[src/rtl/oled_boot_sequencer_if.sv]
// ---------------------------------------------------------------------------
// oled_boot_sequencer_if
//   Bundles the signals of oled_boot_sequencer other than clock and reset:
//   - start control and busy/done status
//   - external table ROM port (seq_addr / seq_data)
//   - CPU request/grant and the CPU-side pin drives
//   - the physical SSD1306 pins
//   modport slave  : the sequencer itself
//   modport master : whoever drives start, the ROM data and the CPU pins
// ---------------------------------------------------------------------------
interface oled_boot_sequencer_if;
    logic       start;
    logic [7:0] seq_addr;
    logic [8:0] seq_data;
    logic       cpu_req;
    logic       cpu_gnt;
    logic       cpu_rst_n;
    logic       cpu_cs;
    logic       cpu_dc;
    logic       cpu_scl;
    logic       cpu_mosi;
    logic       oled_rst_n;
    logic       oled_cs;
    logic       oled_dc;
    logic       oled_scl;
    logic       oled_mosi;
    logic       busy;
    logic       done;

    modport slave (
        input  start, seq_data, cpu_req,
        input  cpu_rst_n, cpu_cs, cpu_dc, cpu_scl, cpu_mosi,
        output seq_addr, cpu_gnt, busy, done,
        output oled_rst_n, oled_cs, oled_dc, oled_scl, oled_mosi
    );

    modport master (
        output start, seq_data, cpu_req,
        output cpu_rst_n, cpu_cs, cpu_dc, cpu_scl, cpu_mosi,
        input  seq_addr, cpu_gnt, busy, done,
        input  oled_rst_n, oled_cs, oled_dc, oled_scl, oled_mosi
    );
endinterface

[src/rtl/oled_boot_sequencer.sv]
// ---------------------------------------------------------------------------
// oled_boot_sequencer
//   Owns the SSD1306 pins. After start (or automatically out of reset) it
//   pulses the display reset, waits, then shifts a table of command/data
//   bytes out as SPI mode 0. When the table is exhausted it passes the pins
//   to the CPU, which gets them through a registered request/grant.
//
//   Ports
//     clk    : system clock, rising edge
//     rst_n  : asynchronous active-low reset
//     bus    : oled_boot_sequencer_if.slave
//              start, seq_addr/seq_data (combinational table ROM),
//              cpu_req/cpu_gnt, cpu_* pin drives, oled_* pins, busy, done
// ---------------------------------------------------------------------------
module oled_boot_sequencer #(
    parameter int    CLK_DIV         = 4,
    parameter int    RST_LOW_CYCLES  = 16,
    parameter int    RST_WAIT_CYCLES = 16,
    parameter int    SEQ_LEN         = 25,
    parameter string AUTO_START      = "TRUE"
) (
    input  logic                   clk,
    input  logic                   rst_n,
    oled_boot_sequencer_if.slave   bus
);

    localparam bit AUTO    = (AUTO_START == "TRUE");
    localparam int M1      = (RST_LOW_CYCLES > RST_WAIT_CYCLES) ? RST_LOW_CYCLES : RST_WAIT_CYCLES;
    localparam int CNT_MAX = (M1 > CLK_DIV) ? M1 : CLK_DIV;
    localparam int CW      = (CNT_MAX > 1) ? $clog2(CNT_MAX) : 1;

    localparam logic [CW-1:0] RL_LAST  = CW'(RST_LOW_CYCLES - 1);
    localparam logic [CW-1:0] RW_LAST  = CW'(RST_WAIT_CYCLES - 1);
    localparam logic [CW-1:0] DIV_LAST = CW'(CLK_DIV - 1);
    // 9-bit index so SEQ_LEN=256 terminates at 255 without wrapping.
    localparam logic [8:0]    LAST_IDX = (SEQ_LEN == 0) ? 9'd0 : 9'(SEQ_LEN - 1);

    typedef enum logic [2:0] {
        IDLE, RST_LOW, RST_WAIT, LOAD, CS_SETUP, SHIFT, GAP, PASS
    } state_t;

    state_t        state_q, state_d;
    logic [CW-1:0] cnt_q,   cnt_d;
    logic [2:0]    bit_q,   bit_d;
    logic          scl_q,   scl_d;
    logic [7:0]    shreg_q, shreg_d;
    logic          dc_q,    dc_d;
    logic [8:0]    idx_q,   idx_d;
    logic          gnt_q,   gnt_d;
    logic          done_q,  done_d;
    logic          pend_q,  pend_d;
    logic          first_q, first_d;

    logic          hold_off;

    always_ff @(posedge clk or negedge rst_n) begin
        if (!rst_n) begin
            state_q <= IDLE;
            cnt_q   <= '0;
            bit_q   <= '0;
            scl_q   <= 1'b0;
            shreg_q <= '0;
            dc_q    <= 1'b0;
            idx_q   <= '0;
            gnt_q   <= 1'b0;
            done_q  <= 1'b0;
            pend_q  <= 1'b0;
            first_q <= 1'b1;
        end else begin
            state_q <= state_d;
            cnt_q   <= cnt_d;
            bit_q   <= bit_d;
            scl_q   <= scl_d;
            shreg_q <= shreg_d;
            dc_q    <= dc_d;
            idx_q   <= idx_d;
            gnt_q   <= gnt_d;
            done_q  <= done_d;
            pend_q  <= pend_d;
            first_q <= first_d;
        end
    end

    // A restart in PASS must not cut a CPU transfer short: while the CPU
    // holds the bus with CS asserted, the request is parked in pend_q.
    assign hold_off = gnt_q && !bus.cpu_cs;

    always_comb begin
        state_d = state_q;
        cnt_d   = cnt_q;
        bit_d   = bit_q;
        scl_d   = scl_q;
        shreg_d = shreg_q;
        dc_d    = dc_q;
        idx_d   = idx_q;
        gnt_d   = gnt_q;
        done_d  = done_q;
        pend_d  = pend_q;
        first_d = 1'b0;

        case (state_q)
            IDLE: begin
                if (bus.start || (AUTO && first_q)) begin
                    state_d = RST_LOW;
                    cnt_d   = '0;
                end
            end
            RST_LOW: begin
                if (cnt_q == RL_LAST) begin
                    state_d = RST_WAIT;
                    cnt_d   = '0;
                end else begin
                    cnt_d = cnt_q + CW'(1);
                end
            end
            RST_WAIT: begin
                if (cnt_q == RW_LAST) begin
                    cnt_d = '0;
                    idx_d = '0;
                    if (SEQ_LEN == 0) begin
                        state_d = PASS;
                        done_d  = 1'b1;
                    end else begin
                        state_d = LOAD;
                    end
                end else begin
                    cnt_d = cnt_q + CW'(1);
                end
            end
            LOAD: begin
                shreg_d = bus.seq_data[7:0];
                dc_d    = bus.seq_data[8];
                state_d = CS_SETUP;
                cnt_d   = '0;
            end
            CS_SETUP: begin
                if (cnt_q == DIV_LAST) begin
                    state_d = SHIFT;
                    cnt_d   = '0;
                    scl_d   = 1'b0;
                    bit_d   = '0;
                end else begin
                    cnt_d = cnt_q + CW'(1);
                end
            end
            SHIFT: begin
                if (cnt_q == DIV_LAST) begin
                    cnt_d = '0;
                    if (!scl_q) begin
                        scl_d = 1'b1;
                    end else begin
                        // Falling SCL edge: the only place MOSI may advance.
                        scl_d = 1'b0;
                        if (bit_q == 3'd7) begin
                            state_d = GAP;
                        end else begin
                            bit_d   = bit_q + 3'd1;
                            shreg_d = {shreg_q[6:0], 1'b0};
                        end
                    end
                end else begin
                    cnt_d = cnt_q + CW'(1);
                end
            end
            GAP: begin
                if (cnt_q == DIV_LAST) begin
                    cnt_d = '0;
                    if (idx_q == LAST_IDX) begin
                        state_d = PASS;
                        done_d  = 1'b1;
                    end else begin
                        idx_d   = idx_q + 9'd1;
                        state_d = LOAD;
                    end
                end else begin
                    cnt_d = cnt_q + CW'(1);
                end
            end
            PASS: begin
                gnt_d = bus.cpu_req;
                if (bus.start && hold_off) begin
                    pend_d = 1'b1;
                end
                if ((bus.start || pend_q) && !hold_off) begin
                    state_d = RST_LOW;
                    cnt_d   = '0;
                    idx_d   = '0;
                    gnt_d   = 1'b0;
                    done_d  = 1'b0;
                    pend_d  = 1'b0;
                end
            end
            default: begin
                state_d = IDLE;
            end
        endcase
    end

    // Sequencer-driven pin levels, ordered {rst_n, cs, dc, scl, mosi}.
    logic       spi_active;
    logic [4:0] seq_pins;
    logic [4:0] cpu_pins;
    logic [4:0] pins;

    assign spi_active = (state_q == CS_SETUP) || (state_q == SHIFT);
    assign seq_pins = {
        !((state_q == IDLE) || (state_q == RST_LOW)),
        !spi_active,
        spi_active & dc_q,
        (state_q == SHIFT) & scl_q,
        spi_active & shreg_q[7]
    };
    assign cpu_pins = {bus.cpu_rst_n, bus.cpu_cs, bus.cpu_dc, bus.cpu_scl, bus.cpu_mosi};

    // gnt_q can only be set in PASS and is cleared on leaving it, so the
    // mux is purely combinational with no added latency on the CPU path.
    for (genvar gi = 0; gi < 5; gi++) begin : g_pin_mux
        assign pins[gi] = gnt_q ? cpu_pins[gi] : seq_pins[gi];
    end

    assign bus.oled_rst_n = pins[4];
    assign bus.oled_cs    = pins[3];
    assign bus.oled_dc    = pins[2];
    assign bus.oled_scl   = pins[1];
    assign bus.oled_mosi  = pins[0];

    assign bus.seq_addr = idx_q[7:0];
    assign bus.cpu_gnt  = gnt_q;
    assign bus.done     = done_q;
    assign bus.busy     = (state_q != IDLE) && (state_q != PASS);

endmodule
[src/flat_wrapper.sv]
// flat-port wrapper written by rule: the top's interface ports become plain ports
module oled_boot_sequencer_flat 
#(
    parameter int    CLK_DIV         = 4,
    parameter int    RST_LOW_CYCLES  = 16,
    parameter int    RST_WAIT_CYCLES = 16,
    parameter int    SEQ_LEN         = 25,
    parameter string AUTO_START      = "    "
)
  (clk, rst_n, bus_start, bus_seq_data, bus_cpu_req, bus_cpu_rst_n, bus_cpu_cs, bus_cpu_dc, bus_cpu_scl, bus_cpu_mosi, bus_seq_addr, bus_cpu_gnt, bus_busy, bus_done, bus_oled_rst_n, bus_oled_cs, bus_oled_dc, bus_oled_scl, bus_oled_mosi);
  oled_boot_sequencer_if bus_i ();
  input  logic clk;
  input  logic rst_n;
  input wire logic [$bits(bus_i.start)-1:0] bus_start;
  input wire logic [$bits(bus_i.seq_data)-1:0] bus_seq_data;
  input wire logic [$bits(bus_i.cpu_req)-1:0] bus_cpu_req;
  input wire logic [$bits(bus_i.cpu_rst_n)-1:0] bus_cpu_rst_n;
  input wire logic [$bits(bus_i.cpu_cs)-1:0] bus_cpu_cs;
  input wire logic [$bits(bus_i.cpu_dc)-1:0] bus_cpu_dc;
  input wire logic [$bits(bus_i.cpu_scl)-1:0] bus_cpu_scl;
  input wire logic [$bits(bus_i.cpu_mosi)-1:0] bus_cpu_mosi;
  output wire logic [$bits(bus_i.seq_addr)-1:0] bus_seq_addr;
  output wire logic [$bits(bus_i.cpu_gnt)-1:0] bus_cpu_gnt;
  output wire logic [$bits(bus_i.busy)-1:0] bus_busy;
  output wire logic [$bits(bus_i.done)-1:0] bus_done;
  output wire logic [$bits(bus_i.oled_rst_n)-1:0] bus_oled_rst_n;
  output wire logic [$bits(bus_i.oled_cs)-1:0] bus_oled_cs;
  output wire logic [$bits(bus_i.oled_dc)-1:0] bus_oled_dc;
  output wire logic [$bits(bus_i.oled_scl)-1:0] bus_oled_scl;
  output wire logic [$bits(bus_i.oled_mosi)-1:0] bus_oled_mosi;
  assign bus_i.start = bus_start;
  assign bus_i.seq_data = bus_seq_data;
  assign bus_i.cpu_req = bus_cpu_req;
  assign bus_i.cpu_rst_n = bus_cpu_rst_n;
  assign bus_i.cpu_cs = bus_cpu_cs;
  assign bus_i.cpu_dc = bus_cpu_dc;
  assign bus_i.cpu_scl = bus_cpu_scl;
  assign bus_i.cpu_mosi = bus_cpu_mosi;
  assign bus_seq_addr = bus_i.seq_addr;
  assign bus_cpu_gnt = bus_i.cpu_gnt;
  assign bus_busy = bus_i.busy;
  assign bus_done = bus_i.done;
  assign bus_oled_rst_n = bus_i.oled_rst_n;
  assign bus_oled_cs = bus_i.oled_cs;
  assign bus_oled_dc = bus_i.oled_dc;
  assign bus_oled_scl = bus_i.oled_scl;
  assign bus_oled_mosi = bus_i.oled_mosi;
  oled_boot_sequencer #(.CLK_DIV(CLK_DIV), .RST_LOW_CYCLES(RST_LOW_CYCLES), .RST_WAIT_CYCLES(RST_WAIT_CYCLES), .SEQ_LEN(SEQ_LEN), .AUTO_START(AUTO_START)) u_core (.clk(clk), .rst_n(rst_n), .bus(bus_i));
endmodule
[config.mk]
export PLATFORM = sky130hd
export DESIGN_NAME = oled_boot_sequencer_flat
export DESIGN_NICKNAME = d
export VERILOG_FILES = /design/src/rtl/oled_boot_sequencer_if.sv /design/src/rtl/oled_boot_sequencer.sv /design/src/flat_wrapper.sv
export SDC_FILE = /design/constraint.sdc
export NUM_CORES = 1
export LEC_CHECK = 0
export CAP_MARGIN = 20
export CORE_MARGIN = 10
export CORE_UTILIZATION = 41
export DETAILED_ROUTE_END_ITERATION = 8
export GPL_TIMING_DRIVEN = 0
export PLACE_DENSITY = 0.75
export SLEW_MARGIN = 20
export SYNTH_ARGS = -nofsm -noshare
export SYNTH_HDL_FRONTEND = slang
export SYNTH_SLANG_ARGS = --single-unit
[constraint.sdc]
create_clock -name clk -period 1.7 [get_ports clk]
set_input_delay 0.425 -clock clk [delete_from_list [all_inputs] [get_ports clk]]
set_output_delay 0.425 -clock clk [all_outputs]
set_load 0.1 [all_outputs]
==> impl_metrics.tcl <==
set metrics [dict create \
    status "complete, but fails checks" \
    violations "negative setup slack" \
    die_area_sq_um 8141 \
    crit_path_end_kind "output port" \
    rsz0062_at_grt "yes" \
    rows 25 \
    syn_area_sq_um 2022 \
    clkSlewWorstSetupHoldPaths_ns 0.08 \
    routabilityCongestion 0.8637 \
    drt-total-wl_um 5601 \
    start_kind "flip-flop" \
    ys_warn_count 0 \
    final_util_pct 64.29 \
    cts_buffer_depth 2 \
    first_pass_iters 4 \
    slew_headroom_pct 51.51 \
    layout_commonest_cell "dfrtp_1" \
    synth_cell_types 53 \
    num_vias 1886 \
    hold_viol_final 0 \
    htree_levels 2 \
    drtIter0Drc 91 \
    setup-tns-final_ns -3.099 \
    dp_hpwl_um 3505 \
    synth_cells 207 \
    die_h_um 90.23 \
    path_max_fanout 8 \
    cts_root_buffer "clkbuf_8" \
    top_level_ports 34 \
    grt_max_degree 22 \
    drive_gt1_share_pct 43.45 \
    max_freq_mhz 509.8 \
    port_buffers 33 \
    cts_tree "yes" \
    viasPerCell 5.647 \
    final_nets 289 \
    antenna_found_initial 0 \
    worst_pin_slew_ns 0.7230 \
    period_share_pct 115.4 \
    core_sq_um 4755 \
    hold-worst-slack_ns 0.02128 \
    max-cap-violations 0 \
    dieWidth_um 90.23 \
    required_ns 1.27 \
    path_class "reg2out" \
    insertion_delay_ns 0.30 \
    postRouteAntennaNets 0 \
    arrival_ns 1.54 \
    async_flop_share_pct 100.0 \
    grt_pass1_wl_um 9052 \
    numCtsBuffers 5 \
    cts_sinks 32 \
    yosysSeqAreaShare_pct 39.60 \
    grt_pass1_vias 1859 \
    diodes 0 \
    area.growth.synth_to_final_pct 51.18 \
    drc 0 \
    cts.hold.buffers_added 0 \
    synth_edf_count 0 \
    fin_ws_ns -0.2614 \
    layout_common_cells "dfrtp_1 (30), buf_4 (27), nand2_1 (16), clkdlybuf4s50_1 (15), mux2_2 (9)" \
    synth_nets 230 \
    finalSetupViolations 26 \
    start_util_pct 42.53 \
    period_minus_slack_ns 1.961 \
    globalRouteTotalUtil_pct 13.31 \
    slew_violations 0 \
    grt_overflow 0 \
    ys_seq_elements 32 \
    wl_per_cell_um 16.77 \
    min_path_type "in2async" \
    syn_avg_cell_area_sq_um 9.768 \
    final.setup_skew_ns 0.01394 \
    synth_flop_cell "dfrtp_1" \
]
==> per-layer routing <==
metal  track usage (%)  part of all wire, %  routed length, um
met2             20.70                   48               2712
met1             15.86                   41               2298
met3             5.403                  8.7                485
met4             5.570                  1.9                104
met5                 0                    0                  0
==> cell usage after synthesis (all sizes together) (2+ instances only) <==
master / instances / area [sq um]
nor4b: 2 / 17.52
or2: 2 / 12.51
nor3: 5 / 36.29
a21oi: 7 / 35.03
a31oi: 5 / 31.28
ha: 5 / 62.56
or3b: 2 / 17.52
a41oi: 2 / 17.52
o21ai: 18 / 101.4
nand2: 17 / 63.81
clkbuf: 3 / 11.26
a22oi: 2 / 15.01
nor2: 13 / 48.80
mux2: 17 / 217.7
nor2b: 2 / 12.51
o21a: 3 / 22.52
nand3b: 2 / 15.01
a211oi: 7 / 57.55
buf: 12 / 86.33
and3: 6 / 42.54
inv: 7 / 26.28
dfrtp: 32 / 800.8
nand2b: 5 / 31.28
o31ai: 3 / 22.52
nand3: 8 / 40.04
==> cells by family (layout without fill, tap and decap cells) <==
family	Yosys count	after routing	synth area share, %
mux	18	18	11.26
simple gates	72	72	19.74
buf+inv	22	82	6.126
compound gates	58	58	20.17
flops	32	32	39.60
fa+ha+maj	5	5	3.094
==> registers in the layout (all words and copies together), names as in the netlist <==
| signal | cells |
|---|---|
| u_core.idx_q | 9 |
| u_core.shreg_q | 8 |
| u_core.cnt_q | 4 |
| u_core.bit_q | 3 |
| u_core.state_q | 3 |
| u_core.bus.cpu_gnt | 1 |
| u_core.bus.done | 1 |
| u_core.dc_q | 1 |
| u_core.pend_q | 1 |
| u_core.scl_q | 1 |
==> metrics by stage <==
step / instances / cell area [sq um] / worst slack (ns)
floorplan: 207 / 2150 / -0.1067
global placement: 307 / 2564 / -1.010
detailed placement: 308 / 2586 / -0.9908
CTS: 330 / 2939 / -0.2410
global route: 334 / 3057 / -0.2904
finish: 334 / 3057 / -0.2614
==> area by class of cell <==
cell class                 instances  area [sq um]
timing repair buffer              53         560.5
buffer                            14         137.6
fill                             375          1698
tap                               67         83.83
inverter                           7         26.28
sequential                        32         805.8
clock buffer                       8         100.1
multi-input combinational        153          1343
==> what timing repair did <==
item,4_1_cts,5_1_grt
endpoints found under the setup margin,44,36
resized for setup,135,28
hold endpoints to repair,0,0
setup buffers,14,5
pin swaps,11,9
gates cloned,0,1
==> worst max-delay path, stage by stage, from the launching register on <==
cell and delay [ns]:
dfrtp_2 0.48, or2_4 0.29, mux2_4 0.29, buf_12 0.17
==> final timing paths <==
path                       slack (ns)  cells after the start                       endpoint                     startpoint
max                             -0.26                      3                 bus_oled_rst_n  u_core.state_q[1]$_DFFE_PN0P_
min                              0.02                      1    u_core.idx_q[2]$_DFFE_PN0P_                          rst_n
max reg2reg                     -0.14                      5  u_core.shreg_q[5]$_DFFE_PN0P_    u_core.cnt_q[1]$_DFFE_PN0P_
min reg2reg                      0.48                      1  u_core.shreg_q[0]$_DFFE_PN0P_  u_core.shreg_q[0]$_DFFE_PN0P_
max in group asynchronous        1.26                      2  u_core.shreg_q[6]$_DFFE_PN0P_                          rst_n
min in group clk                 0.48                      1  u_core.shreg_q[0]$_DFFE_PN0P_  u_core.shreg_q[0]$_DFFE_PN0P_
Power is not shown: default switching activity piles up to over one toggle a cycle in this logic, so the estimate is an artifact.
